**config.mk**
```make
export PLATFORM = sky130hd
export DESIGN_NAME = ro_freq_counter
export DESIGN_NICKNAME = d
export VERILOG_FILES = /design/src/rtl/ro_freq_counter.sv
export SDC_FILE = /design/constraint.sdc
export NUM_CORES = 1
export LEC_CHECK = 0
export BUFFER_PORTS_ARGS = -buffer_cell sky130_fd_sc_hd__clkbuf_2
export CORE_MARGIN = 5
export CORE_UTILIZATION = 48
export CTS_CLUSTER_DIAMETER = 80
export DETAILED_ROUTE_END_ITERATION = 12
export GPL_TIMING_DRIVEN = 1
export PLACE_DENSITY = 0.71
export SKIP_LAST_GASP = 1
export SYNTH_ARGS = -nofsm -noshare
export SYNTH_HDL_FRONTEND = slang
export SYNTH_SLANG_ARGS = --single-unit
```
**constraint.sdc**
```tcl
create_clock -name clk -period 1.8 [get_ports clk]
set_input_delay 0.45 -clock clk [delete_from_list [all_inputs] [get_ports clk]]
set_output_delay 0.45 -clock clk [all_outputs]
set_load 0.01 [all_outputs]
```
**src/rtl/ro_freq_counter.sv**
```systemverilog
// ro_freq_counter: drives a ring-oscillator enable, synchronises its output,
// counts rising edges over a fixed window and offers the count on valid/ready.
// Optional min/max result statistics: define RO_FREQ_COUNTER_MINMAX_EN.
module ro_freq_counter #(
   parameter int COUNT_W       = 16,
   parameter int WINDOW_CYCLES = 1024,
   parameter int SETTLE_CYCLES = 16,
   parameter int SYNC_STAGES   = 2
) (
   input  logic               clk,
   input  logic               rstN,
   input  logic               start,
   input  logic               roOut,
   output logic               roEnable,
   output logic               busy,
   output logic               countValid,
   input  logic               countReady,
   output logic [COUNT_W-1:0] edgeCount,
   output logic               overflow
`ifdef RO_FREQ_COUNTER_MINMAX_EN
   ,
   input  logic               clearStats,
   output logic [COUNT_W-1:0] minCount,
   output logic [COUNT_W-1:0] maxCount
`endif
);

   // Timer only ever holds a load value (cycles-1), so TMAX-1 must fit.
   localparam int TMAX = (WINDOW_CYCLES > SETTLE_CYCLES) ? WINDOW_CYCLES : SETTLE_CYCLES;
   localparam int TW   = (TMAX > 1) ? $clog2(TMAX) : 1;
   localparam logic [TW-1:0] SETTLE_LOAD = TW'(SETTLE_CYCLES - 1);
   localparam logic [TW-1:0] WINDOW_LOAD = TW'(WINDOW_CYCLES - 1);

   typedef enum logic [1:0] {IDLE, SETTLE, MEASURE, HOLD} state_t;

   state_t                 state, state_nxt;
   logic [TW-1:0]          timer;
   logic [SYNC_STAGES-1:0] sync;
   logic                   sample_prev;
   logic                   rise;
   logic                   sat;
   logic                   timer_zero;

   assign rise       = sync[SYNC_STAGES-1] & ~sample_prev;
   assign sat        = &edgeCount;
   assign timer_zero = (timer == '0);

   assign busy       = (state != IDLE);
   assign roEnable   = (state == SETTLE) || (state == MEASURE);
   assign countValid = (state == HOLD);

   // Synchroniser chain plus edge-detect history; runs in every state so the
   // first MEASURE cycle compares against a real previous sample.
   always_ff @(posedge clk or negedge rstN) begin
      if (!rstN) begin
         sync        <= '0;
         sample_prev <= 1'b0;
      end else begin
         sync        <= {sync[SYNC_STAGES-2:0], roOut};
         sample_prev <= sync[SYNC_STAGES-1];
      end
   end

   // State register.
   always_ff @(posedge clk or negedge rstN) begin
      if (!rstN) state <= IDLE;
      else       state <= state_nxt;
   end

   // Next-state logic; start outside IDLE is simply not looked at.
   always_comb begin
      state_nxt = state;
      case (state)
         IDLE:    if (start)      state_nxt = SETTLE;
         SETTLE:  if (timer_zero) state_nxt = MEASURE;
         MEASURE: if (timer_zero) state_nxt = HOLD;
         HOLD:    if (countReady) state_nxt = IDLE;
         default:                 state_nxt = IDLE;
      endcase
   end

   // Phase timer and saturating edge counter.
   always_ff @(posedge clk or negedge rstN) begin
      if (!rstN) begin
         timer     <= '0;
         edgeCount <= '0;
         overflow  <= 1'b0;
      end else begin
         case (state)
            IDLE: begin
               if (start) begin
                  timer     <= SETTLE_LOAD;
                  edgeCount <= '0;
                  overflow  <= 1'b0;
               end
            end
            SETTLE: begin
               timer <= timer_zero ? WINDOW_LOAD : timer - 1'b1;
            end
            MEASURE: begin
               if (!timer_zero) timer <= timer - 1'b1;
               if (rise) begin
                  if (sat) overflow  <= 1'b1;
                  else     edgeCount <= edgeCount + 1'b1;
               end
            end
            default: ;
         endcase
      end
   end

`ifdef RO_FREQ_COUNTER_MINMAX_EN
   logic               stats_vld;
   logic               hold_entry;
   logic [COUNT_W-1:0] count_final;

   // The result that will sit in edgeCount once HOLD is entered.
   assign hold_entry  = (state == MEASURE) && timer_zero;
   assign count_final = (rise && !sat) ? edgeCount + 1'b1 : edgeCount;

   // Min/max tracking; a clear in the same cycle as a result discards it.
   always_ff @(posedge clk or negedge rstN) begin
      if (!rstN) begin
         stats_vld <= 1'b0;
         minCount  <= '0;
         maxCount  <= '0;
      end else if (clearStats) begin
         stats_vld <= 1'b0;
         minCount  <= '0;
         maxCount  <= '0;
      end else if (hold_entry) begin
         stats_vld <= 1'b1;
         if (!stats_vld || count_final < minCount) minCount <= count_final;
         if (!stats_vld || count_final > maxCount) maxCount <= count_final;
      end
   end
`endif

endmodule

```
# Word level (Yosys, flattened, before mapping)
# Cells that the tools add are included.
[op_classes]
n_mux = 17
n_addsub = 2
n_eq_ne = 11
reduce_logical = 11
bitwise_logic = 2
[ops]
columns = ["operator", "count"]
rows = [
  ["16-bit 2-to-1 mux", 3],
  ["16-bit case mux with 2 select lines", 1],
  ["10-bit 2-to-1 mux", 3],
  ["10-bit case mux with 3 select lines", 1],
  ["16-bit by 1-bit adder with 16-bit output (second input constant)", 1],
  ["16-bit AND reduction", 1],
  ["2-bit != test (second input constant)", 7],
  ["4-bit AND reduction", 3],
  ["10-bit logical NOT", 1],
  ["10-bit by 1-bit subtractor with 10-bit output (second input constant)", 1],
  ["2-bit 2-to-1 mux", 4],
  ["2-bit case mux with 4 select lines", 1],
  ["2-bit == test (second input constant)", 2],
  ["2-bit nonzero test", 2],
  ["1-bit 2-to-1 mux", 3],
  ["3-bit AND reduction", 1],
  ["3-bit nonzero test", 1],
  ["2-bit by 1-bit == test with 1-bit output (second input constant)", 1],
  ["2-bit logical NOT", 1],
  ["2-bit by 1-bit != test with 1-bit output (second input constant)", 1],
  ["1-bit case mux with 2 select lines", 1],
  ["1-bit AND", 1],
  ["1-bit logical OR", 1],
  ["1-bit inverter", 1],
]
[totals]
output_inout_bits = 20
word_cells = 49
regBits = 32
inputBits = 5

# Logic depth before layout (Yosys ltp)
# Gate-level depths: netlist (run 1).
[depth]
word_depth = 4
mapped_depth = 8
depth_no_buf = 6

# Worst setup path before layout (run 1)
# Ideal clock, no wire load.
[synth_path]
path_type = "register to register"
startpoint = "register timer[0]"
endpoint = "register timer[0]"
t_required_ns = 1.675
setup_time_ns = 0.125
stages_incl_launch_ff = 9
arrival_ns = 1.870
synth_period_minus_slack_ns = 1.995
slack_ns = -0.195
path_buffers = 2
path_cell_list = "dfrtp_1 -> inv_1 -> ha_1 -> nor4b_4 -> and4_1 -> buf_6 -> or2_4 -> buf_8 -> mux2_4"
[synth_between]
elab_chain_len = 3
word_cells_on_any_way = 7
classes_between = "add/sub (1); eq/ne (1); mux (3); reduce/logical (2)"
[synth_rtl]
columns = ["item", "line", "source"]
rows = [
  ["from (decl)", "37", "logic [TW-1:0] timer;"],
  ["from (signal assigned)", "98", "timer <= timer_zero ? WINDOW_LOAD : timer - 1'b1;"],
  ["from (signal assigned)", "101", "if (!timer_zero) timer <= timer - 1'b1;"],
  ["10-bit by 1-bit subtractor with 10-bit output or 10-bit logical NOT (tied branches)", "98, 101, 46", ""],
  ["10-bit 2-to-1 mux, or another cell as far along", "101", ""],
  ["10-bit case mux with 3 select lines or 3-bit AND reduction (tied branches)", "--", ""],
]
# Several ways; a longest one is shown, not always the timed one. The select of a mux whose other input is x is not followed.
# A chain may end at the register's enable or synchronous reset.

# Worst setup path after layout (run 1)
[layout_path]
startpoint = "register state[1]"
endpoint = "register edgeCount[5]"
[layout_between]
elab_chain_len = 3
word_cells_on_any_way = 8
classes_between = "eq/ne (4); mux (1); reduce/logical (3)"
[layout_rtl]
columns = ["item", "line", "source"]
rows = [
  ["from (decl)", "36", "state_t state, state_nxt;"],
  ["from (signal assigned)", "67", "else state <= state_nxt;"],
  ["2-bit == test or 2-bit logical NOT (tied branches)", "89", "case (state)"],
  ["2-bit != test (no source line) or 2-bit nonzero test (tied branches)", "--", ""],
  ["4-bit AND reduction (no source line)", "--", ""],
  ["to (signal assigned)", "104", "else edgeCount <= edgeCount + 1'b1;"],
  ["to (decl)", "18", "output logic [COUNT_W-1:0] edgeCount,"],
]
# Several ways; a longest one is shown, not always the timed one.

==> flow_metrics.env, run 1 <==
export IMPL_post_dp_hpwl_um=3446
export IMPL_crit_chain="inv_2 -> ha_4 -> mux2i_2 -> a211o_4 -> or4_1 -> a21oi_1"
export IMPL_die_w_um=73.05
export IMPL_clk_pin_slew_ns=0.07
export IMPL_p_per_area_mw_per_mm2=1422
export IMPL_yosysWarnings=0
export IMPL_critical_path_class="flip-flop to flip-flop"
export IMPL_core_mm2=0.003914
export IMPL_p_sw_frac=0.3942
export IMPL_ys_ff_latch=32
export IMPL_max_clock_path_buffers=2
export IMPL_drc_errors=0
export IMPL_top_level_ports=25
export IMPL_syn_area_per_cell_um2=9.785
export IMPL_clock_sinks=32
export IMPL_antennaDiodeCount=0
export IMPL_rsz0062_at_grt="true"
export IMPL_drive_gt1_frac=0.4135
export IMPL_numCtsBuffers=5
export IMPL_relSlewSlack=0.6603
export IMPL_drv_cap=0
export IMPL_cts_tree="done"
export IMPL_p_int_mw=2.261
export IMPL_finalCriticalPeriod_ns=1.853
export IMPL_core_rowCount=23
export IMPL_synth_distinct_cells=47
export IMPL_ant_nets=0
export IMPL_fmax_ghz=0.5397
export IMPL_clk_latency_ns=0.28
export IMPL_slew_violations=0
export IMPL_cp_arrival_ns=2.06
export IMPL_cp_max_fo=8
export IMPL_grt_pass1_wl_um=7700
export IMPL_place_ws_ns=-0.06247
export IMPL_fin_nets=276
export IMPL_cp_slowest_cell="or4_1"
export IMPL_r2r_cells=6
export IMPL_die_area_mm2=0.005336
export IMPL_status="finished with violations"
export IMPL_crit_required_ns=2.01
export IMPL_wl_per_cell_um=15.34
export IMPL_final_cell_mix="buf_4, dfrtp_1, clkbuf_2"
export IMPL_worstSetupPathDepth=6
export IMPL_seqPwrFrac=0.259
export IMPL_cts_max_level=2
export IMPL_grt_pass1_vias=1718
export IMPL_synth_ff_type="dfrtp_1"
export IMPL_first_iter_violations=82
export IMPL_worst_setup_path_start_kind="flip-flop"
export IMPL_synth_area_top_cells="dfrtp_1, a21oi_1, ha_1, o31ai_1, or4_1"
export IMPL_p_sw_mw=1.472
export IMPL_ys_seq_area_frac=0.4197
export IMPL_syn_num_nets=206
export IMPL_final_common_cell="buf_4"
export IMPL_grt_max_degree=33
export IMPL_gp_congestion=0.8212
export IMPL_via_count=1870
export IMPL_tightestPinTransition_ns=0.5096
export IMPL_syn_area_mm2=0.001908
export IMPL_dr_pass1_iters=4
export IMPL_critPathTopFamily="compound AO/OA/AOI/OAI gates"
export IMPL_n_fill_cell=314
export IMPL_clock_skew_ns=0.009263
export IMPL_crit_buf_inv=1
export IMPL_violations="setup timing"
export IMPL_yosysTopAreaCell="dfrtp_1"
export IMPL_comb_power_share=0.585
export IMPL_syn2layout_area_growth_pct=37.57
export IMPL_fp_dieH_um=73.05
export IMPL_synth_edf_count=0
export IMPL_p_clk_frac=0.155
export IMPL_grt_usage=0.1849
export IMPL_synth_top_cell_area_share=0.4197
export IMPL_final_util=0.6707
export IMPL_syn_inst=195
export IMPL_hp_class="input port to asynchronous set/reset pin"
export IMPL_setup_slack_ns=-0.05291
export IMPL_slowest_delay_ns=0.48
export IMPL_start_util=0.4875
export IMPL_critPathCaptureType="flip-flop"
export IMPL_finalCritPeriodShare=1.029
export IMPL_power_leakage_nw=1.179
export IMPL_viasPerCell=5.918
export IMPL_drt_wl_total_um=4846
export IMPL_ys_async_sr_fraction=1.000
export IMPL_numPortBuffers=24
export IMPL_grt_ovfl_total=0
export IMPL_ir_drop_mv=0.9475
export IMPL_setup_viol=6
export IMPL_cts_root_buffer_cell="clkbuf_8"
export IMPL_antenna_found_initial=0
export IMPL_finalHoldViolations=0
Yosys cell counts (all sizes together), types with 2 or more instances:
library cell,number
a211oi,3
a21oi,16
and3,3
and4,3
buf,6
dfrtp,32
ha,6
inv,12
mux2,3
mux2i,5
nand2,10
nand2b,3
nand3,7
nand4,7
nor2,10
nor3,5
nor4,4
o211ai,3
o21ai,10
o22a,2
o311ai,2
o31a,3
o31ai,10
o41ai,5
or3,5
or4,7
worst register-to-register path, stage by stage, from the launching register on:
cell     delay [ns]
dfrtp_1        0.41
inv_2          0.07
ha_4           0.17
mux2i_2        0.16
a211o_4        0.36
or4_1          0.48
a21oi_1        0.13
power by group through the flow:
stage / combinational (mW) / clock [mW] / sequential [mW]
global route: 2.39 / 0.644 / 0.987
global placement: 1.91 / 0 / 0.972
detailed placement: 1.92 / 0 / 0.979
CTS: 1.96 / 0.605 / 0.966
finish: 2.18 / 0.580 / 0.968
floorplan: 1.21 / 0 / 0.993
what timing repair did:
item / CTS / global route
gates cloned: 0 / 0
hold buffers: 0 / 0
pin swaps: 4 / 13
endpoints found under the setup margin: 11 / 26
setup buffers: 2 / 7
resized for setup: 1 / 22
routing by layer:
layer	vias to the layer above	global-route usage	wire length, um
li1	908	-	-
met1	899	0.2161	2026
met2	54	0.3188	2501
met3	9	0.04959	230
met4	0	0.07377	88
met5	-	0	0
final timing paths:
check	start	to	slack, ns
max	state[1]	edgeCount[5]	-0.05
min	rstN	edgeCount[8]	0.18
max reg2reg	state[1]	edgeCount[5]	-0.05
min reg2reg	sync[0]	sync[1]	0.35
max in group asynchronous	rstN	edgeCount[0]	1.31
min in group clk	roOut	sync[0]	0.28
cell type report:
cell class                      count  area, um2  share of cell area
Clock inverter                      2      15.01            0.005720
Sequential cell                    32      800.8              0.3051
Clock buffer                        6      82.58             0.03146
Inverter                           12      45.04             0.01716
Timing Repair Buffer               70      476.7              0.1816
Multi-Input combinational cell    144       1142              0.4352
Tap cell                           50      62.56             0.02383
registers in the layout (all words and copies together), names as in the netlist:
signal / cells
sync: 2
overflow: 1
sample_prev: 1
timer: 10
edgeCount: 16
state: 2
metrics by stage:
stage	instance area, um2	hold WS, ns	std cells	setup TNS [ns]	power (mW)
CTS	2466	0.1845	309	-0.07026	3.534
floorplan	1958	0.1544	195	-0.5281	2.204
global placement	2350	0.3324	299	-0.02762	2.885
global route	2625	0.2034	316	-1.302	4.021
finish	2625	0.1751	316	-0.1701	3.733
detailed placement	2350	0.3358	299	-0.2552	2.901
cells by family (layout without fill, tap and decap cells):
| family | after synthesis | after routing | share of synthesized area |
|---|---|---|---|
| DFF | 32 | 32 | 0.4197 |
| muxes | 8 | 8 | 0.04787 |
| AOI/OAI and AO/OA | 63 | 63 | 0.2341 |
| and+or+nand+nor | 67 | 67 | 0.2079 |
| adders and majority gates | 6 | 6 | 0.03934 |
| buffers and inverters | 19 | 90 | 0.05114 |
No activity file was read; power rests on OpenSTA's default activity.
==> run 2, diff against run 1 <==
--- a/config.mk
+++ b/config.mk
@@ -7,11 +7,11 @@
 export LEC_CHECK = 0
 export BUFFER_PORTS_ARGS = -buffer_cell sky130_fd_sc_hd__clkbuf_2
 export CORE_MARGIN = 5
-export CORE_UTILIZATION = 48
+export CORE_UTILIZATION = 50
 export CTS_CLUSTER_DIAMETER = 80
 export DETAILED_ROUTE_END_ITERATION = 12
 export GPL_TIMING_DRIVEN = 1
-export PLACE_DENSITY = 0.71
+export PLACE_DENSITY = 0.85
 export SKIP_LAST_GASP = 1
 export SYNTH_ARGS = -nofsm -noshare
 export SYNTH_HDL_FRONTEND = slang
==> constraint.sdc (replaced) <==
create_clock -name clk -period 1.5 [get_ports clk]
set_input_delay 0.375 -clock clk [delete_from_list [all_inputs] [get_ports clk]]
set_output_delay 0.375 -clock clk [all_outputs]
set_load 0.01 [all_outputs]
==> run 2 against run 1 <==
  * Sequential power rose by 21%
  * First-iteration DRC count rose to 3.9 times the previous value
  * Utilization rose by 25 points
  * Clock power rose by 49%
  * The flow still finishes with violations (setup timing)
  * Fmax fell by 18%
  * Sequential share of layout area fell by 6.8 points
  * Combinational power rose by 110%
==> flow_metrics.env, run 2 (synthesized netlist as in run 1, its figures left out) <==
export IMPL_cp_arrival_ns=2.39
export IMPL_r2r_cells=7
export IMPL_power_leakage_nw=1.554
export IMPL_final_cell_mix="buf_4, dfrtp_1, clkbuf_2"
export IMPL_largest_reg_flops=16
export IMPL_grt_pass1_wl_um=11900
export IMPL_first_iter_violations=320
export IMPL_hold_buffers=0
export IMPL_p_clk_frac=0.132
export IMPL_antenna_found_initial=0
export IMPL_cp_slowest_cell="o41ai_1"
export IMPL_numCtsBuffers=5
export IMPL_violations="setup timing"
export IMPL_wl_per_cell_um=29.32
export IMPL_final_common_cell="buf_4"
export IMPL_hp_class="input port to asynchronous set/reset pin"
export IMPL_dr_pass1_iters=6
export IMPL_die_area_mm2=0.005152
export IMPL_ant_nets=0
export IMPL_antennaDiodeCount=0
export IMPL_p_sw_mw=2.964
export IMPL_cp_max_fo=4
export IMPL_grt_ovfl_total=0
export IMPL_finalCritPeriodShare=1.515
export IMPL_finalCriticalPeriod_ns=2.272
export IMPL_max_clock_path_buffers=2
export IMPL_critPathCaptureType="flip-flop"
export IMPL_grt_pass1_vias=2344
export IMPL_grt_usage=0.2989
export IMPL_comb_power_share=0.689
export IMPL_p_per_area_mw_per_mm2=1930
export IMPL_drv_cap=0
export IMPL_fin_nets=330
export IMPL_core_mm2=0.003689
export IMPL_r2r_start="state[0]"
export IMPL_critical_path_class="flip-flop to flip-flop"
export IMPL_fp_dieH_um=71.78
export IMPL_via_count=2726
export IMPL_drt_wl_total_um=10790
export IMPL_rsz0062_at_grt="true"
export IMPL_ir_drop_mv=1.867
export IMPL_place_ws_ns=-0.3658
export IMPL_clk_latency_ns=0.30
export IMPL_top_regs="edgeCount: 16 flops, timer: 10 flops"
export IMPL_final_cells=368
export IMPL_cts_tree="done"
export IMPL_core_rowCount=22
export IMPL_cts_max_level=2
export IMPL_crit_chain="inv_2 -> ha_4 -> buf_6 -> mux2_4 -> o211ai_1 -> buf_4 -> o41ai_1"
export IMPL_viasPerCell=7.408
export IMPL_seqPwrFrac=0.179
export IMPL_top_level_ports=25
export IMPL_drc_errors=0
export IMPL_gp_congestion=0.8964
export IMPL_setup_viol=33
export IMPL_p_int_mw=3.589
export IMPL_drive_gt1_frac=0.6281
export IMPL_relSlewSlack=0.4947
export IMPL_r2r_end="edgeCount[6]"
export IMPL_n_fill_cell=122
export IMPL_cts_root_buffer_cell="clkbuf_8"
export IMPL_finalHoldViolations=0
export IMPL_crit_buf_inv=3
export IMPL_crit_required_ns=1.62
export IMPL_grt_max_degree=18
export IMPL_tightestPinTransition_ns=0.7481
export IMPL_status="finished with violations"
export IMPL_die_w_um=71.78
export IMPL_largest_register="edgeCount"
export IMPL_fmax_ghz=0.4401
export IMPL_slew_violations=0
export IMPL_clock_skew_ns=0.007325
export IMPL_setup_tns_final_ns=-12.91
export IMPL_start_util=0.5173
export IMPL_numPortBuffers=24
export IMPL_p_sw_frac=0.4523
export IMPL_critPathTopFamily="compound AO/OA/AOI/OAI gates"
export IMPL_slowest_delay_ns=0.61
export IMPL_clock_sinks=32
export IMPL_clk_pin_slew_ns=0.08
export IMPL_post_dp_hpwl_um=4290
export IMPL_reg2reg_slack_ns=-0.77
export IMPL_worst_setup_path_start_kind="flip-flop"
export IMPL_setup_slack_ns=-0.7722
export IMPL_place_inst=330
export IMPL_syn2layout_area_growth_pct=77.90
[run 2: changes by cell type in the layout (fill, tap and decap cells not counted), moves of 6 or more]
cell     change
o31ai_1      -7
o31ai_2      +7
buf_4       +45
buf_6       +10
a21oi_1      -6
[run 2: timing repair]
action,in CTS,in global routing
pin swaps,12,25
setup endpoints to repair,32,32
setup buffers,9,22
gates cloned,0,1
gates resized for setup,26,57
[run 2: layout make-up]
cell class	instances	area, um2	share of cell area
Clock buffer	6	72.57	0.02138
Clock inverter	2	35.03	0.01032
Inverter	12	50.05	0.01474
Multi-Input combinational cell	144	1435	0.4228
Sequential cell	32	804.5	0.2370
Tap cell	48	60.06	0.01769
Timing Repair Buffer	124	937.1	0.2761
[run 2: worst max path at each step]
stage / from / to / slack, ns / depth (start not counted)
floorplan: timer[0] / timer[0] / -0.49 / 8
global placement: state[1] / edgeCount[5] / -0.28 / 6
detailed placement: state[1] / edgeCount[5] / -0.37 / 6
CTS: state[1] / edgeCount[3] / -0.31 / 7
global route: state[0] / edgeCount[6] / -0.87 / 7
finish: state[0] / edgeCount[6] / -0.77 / 7
[run 2: power by group through the flow]
| stage | Sequential [mW] | Combinational, mW | Clock (mW) |
|---|---|---|---|
| final | 1.17 | 4.51 | 0.864 |
| after global placement | 1.14 | 2.58 | 0 |
| after floorplan | 1.19 | 1.59 | 0 |
| after detailed placement | 1.15 | 2.72 | 0 |
| after CTS | 1.14 | 3.19 | 0.824 |
| after global routing | 1.18 | 4.59 | 0.895 |
[run 2: metrics by stage]
stage	area [um2]	power, mW	hold WS [ns]	util
2_1_floorplan	2036	2.781	0.07941	-
3_3_place_gp	2681	3.719	0.3226	0.7269
6_report	3395	6.553	0.01211	0.9203
3_5_place_dp	2681	3.870	0.3247	0.7269
5_1_grt	3395	6.669	0.02357	0.9203
4_1_cts	2965	5.145	0.01923	0.8039
[run 2: per-layer routing]
metal	wire, um	up-vias	GRT usage
met4	946	0	0.1315
li1	-	1009	-
met2	4930	336	0.5173
met3	1362	124	0.06311
met5	0	-	0
met1	3550	1257	0.3551
